==> config.mk <==
export PLATFORM = sky130hd
export DESIGN_NAME = moore_ssm_sched
export DESIGN_NICKNAME = d
export VERILOG_FILES = /design/src/rtl/moore_ssm_sched_pkg.sv /design/src/rtl/moore_ssm_sched_rr_arbiter.sv /design/src/rtl/moore_ssm_sched.sv
export SDC_FILE = /design/constraint.sdc
export NUM_CORES = 1
export LEC_CHECK = 0
export ABC_AREA = 1
export CORE_ASPECT_RATIO = 2
export CORE_MARGIN = 4
export CORE_UTILIZATION = 55
export CTS_BUF_LIST = sky130_fd_sc_hd__clkbuf_4 sky130_fd_sc_hd__clkbuf_8
export CTS_CLUSTER_DIAMETER = 100
export DETAILED_ROUTE_END_ITERATION = 8
export PLACE_DENSITY = 0.88
export SYNTH_ARGS = -nofsm -noshare
export SYNTH_HDL_FRONTEND = slang
export SYNTH_SLANG_ARGS = --single-unit
==> constraint.sdc <==
create_clock -name clk -period 3.6 [get_ports clk]
set_input_delay 0.72 -clock clk [delete_from_list [all_inputs] [get_ports clk]]
set_output_delay 0.72 -clock clk [all_outputs]
set_load 0.005 [all_outputs]
==> src/rtl/moore_ssm_sched_pkg.sv <==
// Shared types for the round-robin 1101-detector scheduler.
// Holds the FSM state encoding and the requester-id width helper.
package moore_ssm_sched_pkg;

   typedef enum logic [2:0] {
      ST_IDLE,
      ST_CLEAR,
      ST_SHIFT,
      ST_DRAIN,
      ST_RESP
   } sched_state_t;

   localparam int DEFAULT_NREQ = 4;

   // A single requester would still need one id bit to keep ports legal.
   function automatic int id_width(input int n);
      return (n > 1) ? $clog2(n) : 1;
   endfunction

   localparam int DEFAULT_ID_W = id_width(DEFAULT_NREQ);

endpackage

==> src/rtl/moore_ssm_sched_rr_arbiter.sv <==
// Rotating-priority arbiter: picks the first active request at or after ptr,
// wrapping upward, and reports it both one-hot and as an index.
module moore_ssm_sched_rr_arbiter
   import moore_ssm_sched_pkg::*;
#(
   parameter int NREQ = 4,
   localparam int IDW = id_width(NREQ)
) (
   input  logic [NREQ-1:0] req,
   input  logic [IDW-1:0]  ptr,
   output logic [NREQ-1:0] grant,
   output logic [IDW-1:0]  grant_idx,
   output logic            grant_any
);

   always_comb begin
      int idx;
      grant     = '0;
      grant_idx = '0;
      grant_any = 1'b0;
      idx       = 0;
      for (int i = 0; i < NREQ; i++) begin
         idx = int'(ptr) + i;
         if (idx >= NREQ) idx = idx - NREQ;
         if (!grant_any && req[idx]) begin
            grant_any      = 1'b1;
            grant[idx]     = 1'b1;
            grant_idx      = IDW'(idx);
         end
      end
   end

endmodule

==> src/rtl/moore_ssm_sched.sv <==
// Shares one 1101 Moore detector between NREQ producers: grants a word,
// clears the detector, shifts the word in MSB-first and returns the match count.
module moore_ssm_sched
   import moore_ssm_sched_pkg::*;
#(
   parameter int NREQ  = 4,
   parameter int WIDTH = 8,
   parameter int CNTW  = 4,
   localparam int IDW  = id_width(NREQ)
) (
   input  logic                  clk,
   input  logic                  rst_n,
   input  logic [NREQ-1:0]       req_valid,
   input  logic [NREQ*WIDTH-1:0] req_data,
   output logic [NREQ-1:0]       req_ready,
   output logic                  det_x1,
   output logic                  det_clr_n,
   input  logic                  det_match,
   output logic                  rsp_valid,
   input  logic                  rsp_ready,
   output logic [IDW-1:0]        rsp_id,
   output logic [CNTW-1:0]       rsp_count
);

   localparam int BCW = (WIDTH > 1) ? $clog2(WIDTH) : 1;

   sched_state_t     state;
   logic [IDW-1:0]   rr_ptr;
   logic [WIDTH-1:0] shift_reg;
   logic [BCW-1:0]   bit_cnt;
   logic [CNTW-1:0]  match_cnt;

   logic [NREQ-1:0]  arb_req;
   logic [NREQ-1:0]  grant;
   logic [IDW-1:0]   grant_idx;
   logic             grant_any;
   logic [IDW-1:0]   next_ptr;
   logic             sample_en;

   assign arb_req = (state == ST_IDLE) ? req_valid : '0;

   moore_ssm_sched_rr_arbiter #(
      .NREQ(NREQ)
   ) u_arb (
      .req       (arb_req),
      .ptr       (rr_ptr),
      .grant     (grant),
      .grant_idx (grant_idx),
      .grant_any (grant_any)
   );

   // The accept strobe is the same-cycle handshake; held low while in reset.
   assign req_ready = rst_n ? grant : '0;
   assign next_ptr  = (grant_idx == IDW'(NREQ - 1)) ? '0 : grant_idx + IDW'(1);

   // The detector lags the serial bit by one clock, so the first shift cycle
   // only ever sees the cleared state and is skipped; DRAIN catches the last bit.
   assign sample_en = ((state == ST_SHIFT) && (bit_cnt != '0)) || (state == ST_DRAIN);

   assign rsp_count = match_cnt;

   always_ff @(posedge clk or negedge rst_n) begin
      if (!rst_n) begin
         state     <= ST_IDLE;
         rr_ptr    <= '0;
         shift_reg <= '0;
         bit_cnt   <= '0;
         match_cnt <= '0;
         det_x1    <= 1'b0;
         det_clr_n <= 1'b1;
         rsp_valid <= 1'b0;
         rsp_id    <= '0;
      end else begin
         if (sample_en && det_match && (match_cnt != '1))
            match_cnt <= match_cnt + CNTW'(1);

         case (state)
            ST_IDLE: begin
               if (grant_any) begin
                  shift_reg <= req_data[int'(grant_idx)*WIDTH +: WIDTH];
                  rsp_id    <= grant_idx;
                  rr_ptr    <= next_ptr;
                  match_cnt <= '0;
                  det_clr_n <= 1'b0;
                  det_x1    <= 1'b0;
                  state     <= ST_CLEAR;
               end
            end
            ST_CLEAR: begin
               det_clr_n <= 1'b1;
               det_x1    <= shift_reg[WIDTH-1];
               shift_reg <= shift_reg << 1;
               bit_cnt   <= '0;
               state     <= ST_SHIFT;
            end
            ST_SHIFT: begin
               if (bit_cnt == BCW'(WIDTH - 1)) begin
                  det_x1 <= 1'b0;
                  state  <= ST_DRAIN;
               end else begin
                  det_x1    <= shift_reg[WIDTH-1];
                  shift_reg <= shift_reg << 1;
                  bit_cnt   <= bit_cnt + BCW'(1);
               end
            end
            ST_DRAIN: begin
               rsp_valid <= 1'b1;
               state     <= ST_RESP;
            end
            ST_RESP: begin
               if (rsp_ready) begin
                  rsp_valid <= 1'b0;
                  state     <= ST_IDLE;
               end
            end
            default: state <= ST_IDLE;
         endcase
      end
   end

endmodule

==> out/qor.csv <==
stage,metric,value,unit
outcome,outcome,"finished, final reports clean",
global_routing,grt_max_degree,26,
timing,setup_tns,0,ns
finish,final_layout_size_suffix_gt1_frac,0.09804,
critical_path,cp_data_required_time,2.88,ns
synthesis,synth-xor-area-share,0.004217,
clock_tree,cts_buffers,3,
power,p_leak,1.364,nW
drt,vias,2172,
floorplan,fp.coreArea,3646,sq um
synthesis,synthMuxAreaShare,0,
placed_design,dp.cells,402,
floorplan,die_h,94.91,microns
critical_path,critPathLaunch,req_valid[3],
clock_tree,cts_tree,done,
synthesis,ys_types,32,
power,p_clk_frac,0.058,
finish,final_area,2695,sq um
timing,slew_headroom,0.3641,
synthesis,synthSimpleGateAreaFrac,0.4488,
timing,slew_violations,0,
critical_path,critPathKind,in -> out,
timing,hold_violations,0,
synthesis,syn_avg_cell_area,6.877,sq um
critical_path,critPathArrivalTime,2.71,ns
timing,period_share,0.9520,
synthesis,synth_top_area_share,0.2892,
placed_design,hpwl,4283,microns
critical_path,endpoint_kind,output pin,
finish,largest_register_ffs,8,
finish,fillCellCount,317,
synthesis,syn_inst,302,
finish,seq_area,626.9,sq um
finish,multi_input_area,1219,sq um
synthesis,synth_compound_area_frac,0.06145,
synthesis,synthFlopType,dfrtp_1,
synthesis,synthesis.nets,354,
drt,dr.pass1.iters,4,
synthesis,yosysTopAreaCell,dfrtp_1,
placed_design,gp_congestion,0.8282,
clock_tree,cts_sinks,25,
critical_path,critPathLaunchType,input port,
floorplan,fp.dieW,51.46,microns
synthesis,ys_seq_area_frac,0.3018,
power,power_density,1041,nW/um^2
timing,finalSetupViolCount,0,
placed_design,place_area,2649,sq um
global_routing,grt-ovfl-total,0,
timing,finClkSkew,0.007031,ns
synthesis,synth_area_leaders,"dfrtp_1 29%, nand2_1 16%, nand3_1 10%",
synthesis,ys_warn_count,0,
timing,fmax,291.8,MHz
global_routing,antenna_found_initial,0,
power,p_seq_frac,0.184,
power,switching_share,0.5605,
clock_tree,clk_pin_slew,0.08,ns
placed_design,dpl_worst_slack,0.1682,ns
floorplan,start_util,0.5697,
synthesis,synth_top_family_by_area,simple AND/OR/NAND/NOR gates,
flow_run,maxCapViolations,0,
drt,vias_per_cell,5.350,
finish,syn_to_final_growth,29.76,%
finish,fin_cells,406,
floorplan,num_io_pins,53,
global_routing,grt_pass1_wl,8949,microns
timing,min_period,3.427,ns
drt,drt-wirelength-per-cell,13.48,microns
critical_path,crit_path_max_fanout,4,
timing,timing.hold.ws,0.4877,ns
floorplan,dieArea,4883,sq um
timing,rsz0062_at_grt,no,
timing,worst_pin_slew,0.9419,ns
min_path,hold_class,reg -> reg,
synthesis,ys_ff_latch,25,
clock_tree,root_buffer,clkbuf_8,
finish,nets,410,
drt,antenna_left,0,
power,combPwrFrac,0.758,
synthesis,synth_fa_ha_area_frac,0.07229,
power,p_int,1.233,mW
min_path,hp-start,shift_reg[0]$_DFFE_PN0P_,
min_path,hold_depth,2,
finish,diodes,0,
global_routing,grt_pass1_vias,2160,
synthesis,synth_area,2077,sq um
timing,setup_slack,0.1727,ns
global_routing,track_usage,0.2335,
drt,routed_wl,5472,microns
critical_path,r2r_start,rr_ptr[0]$_DFFE_PN0P_,
critical_path,rr_worst_depth,14,
drt,first_iter_violations,56,
drt,drc_errors,0,
synthesis,synthArstFlopShare,1.000,
power,switchingPower,1.573,mW
placed_design,io_buffer_count,52,
power,peakVddDrop,0.0009573,V
floorplan,row_count,31,
clock_tree,clk_latency,0.27,ns
clock_tree,htree_levels,1,
synthesis,synth-edff-count,0,
clock_tree,cts_max_path_buffers,2,
[cell usage in the layout (no fill, tap or decap), drive strengths merged, types with 2 or more instances in the layout]
master / n
a211oi: 2
nand3: 48
a21oi: 4
clkdlybuf4s50: 52
nor3: 3
clkbuf: 3
nand2: 97
nor2: 22
inv: 49
nand4: 12
buf: 5
a41oi: 4
o21ai: 4
ha: 12
dfrtp: 24
nand3b: 7
[power by group through the flow]
| stage | Clock (mW) | Combinational, mW | Sequential [mW] |
|---|---|---|---|
| floorplan | 0 | 1.60 | 0.525 |
| global placement | 0 | 2.05 | 0.514 |
| detailed placement | 0 | 2.10 | 0.520 |
| CTS | 0.165 | 2.12 | 0.514 |
| global route | 0.177 | 2.39 | 0.530 |
| finish | 0.162 | 2.13 | 0.516 |
[metrics by stage]
stage	power, mW	util
after floorplan	2.126	-
after global routing	3.102	0.7392
after CTS	2.802	0.7392
after global placement	2.563	0.7265
final	2.807	0.7392
after detailed placement	2.621	0.7265
[repair_timing]
action / CTS / global route
setup buffers: 0 / 0
hold buffers: 0 / 0
setup endpoints to repair: 0 / 2
resized for setup: 0 / 1
[layout make-up]
cell class                      instances  area share
Clock buffer                            3     0.01532
Inverter                               49     0.06825
Sequential cell                        25      0.2326
Tap cell                               49     0.02275
Clock inverter                          1    0.001857
Multi-Input combinational cell        222      0.4522
Timing Repair Buffer                   57      0.2071
[path summary, 6_finish.rpt]
kind / slack [ns] / endpoint
max: 0.17 / req_ready[3]
min: 0.49 / shift_reg[0]$_DFFE_PN0P_
max in group asynchronous: 2.41 / det_clr_n$_DFFE_PN1P_
min reg2reg: 0.49 / shift_reg[0]$_DFFE_PN0P_
max reg2reg: 1.16 / shift_reg[1]$_DFFE_PN0P_
min in group asynchronous: 0.90 / rsp_count[0]$_DFF_PN0_
[metal layers]
layer / vias to the layer above / GRT usage / share of wire
li1: 1088 / - / -
met5: - / 0 / 0
met4: 0 / 0.1050 / 0.023
met3: 11 / 0.02212 / 0.040
met2: 62 / 0.4564 / 0.58
met1: 1011 / 0.2360 / 0.36
[cells in the mapped netlist, types with 3 or more instances]
cell type / n
dfrtp_1: 24
nor2_1: 21
inv_2: 3
nand4_1: 11
o21ai_0: 4
nand3_1: 43
inv_1: 46
ha_1: 12
nand3_2: 5
nand3b_1: 7
nand2_2: 9
nand2_1: 86
a41oi_1: 4
buf_2: 4
a21oi_1: 3
[critical path: stages]
cell	delay [ns]
clkdlybuf4s50_1	0.50
nand4_1	0.17
nand2_1	0.14
nand2_1	0.07
nand2_2	0.08
nand3_2	0.09
inv_1	0.13
nand2_1	0.06
a41oi_1	0.20
clkdlybuf4s50_1	0.54
[cells by family after synthesis]
logic type	Yosys count
AO/OA/AOI/OAI	18
XOR/XNOR	1
adder cells (fa/ha/maj)	12
buffers and inverters	55
flip-flops	25
AND/OR/NAND/NOR	191
Power figures use the tool's default switching activity.
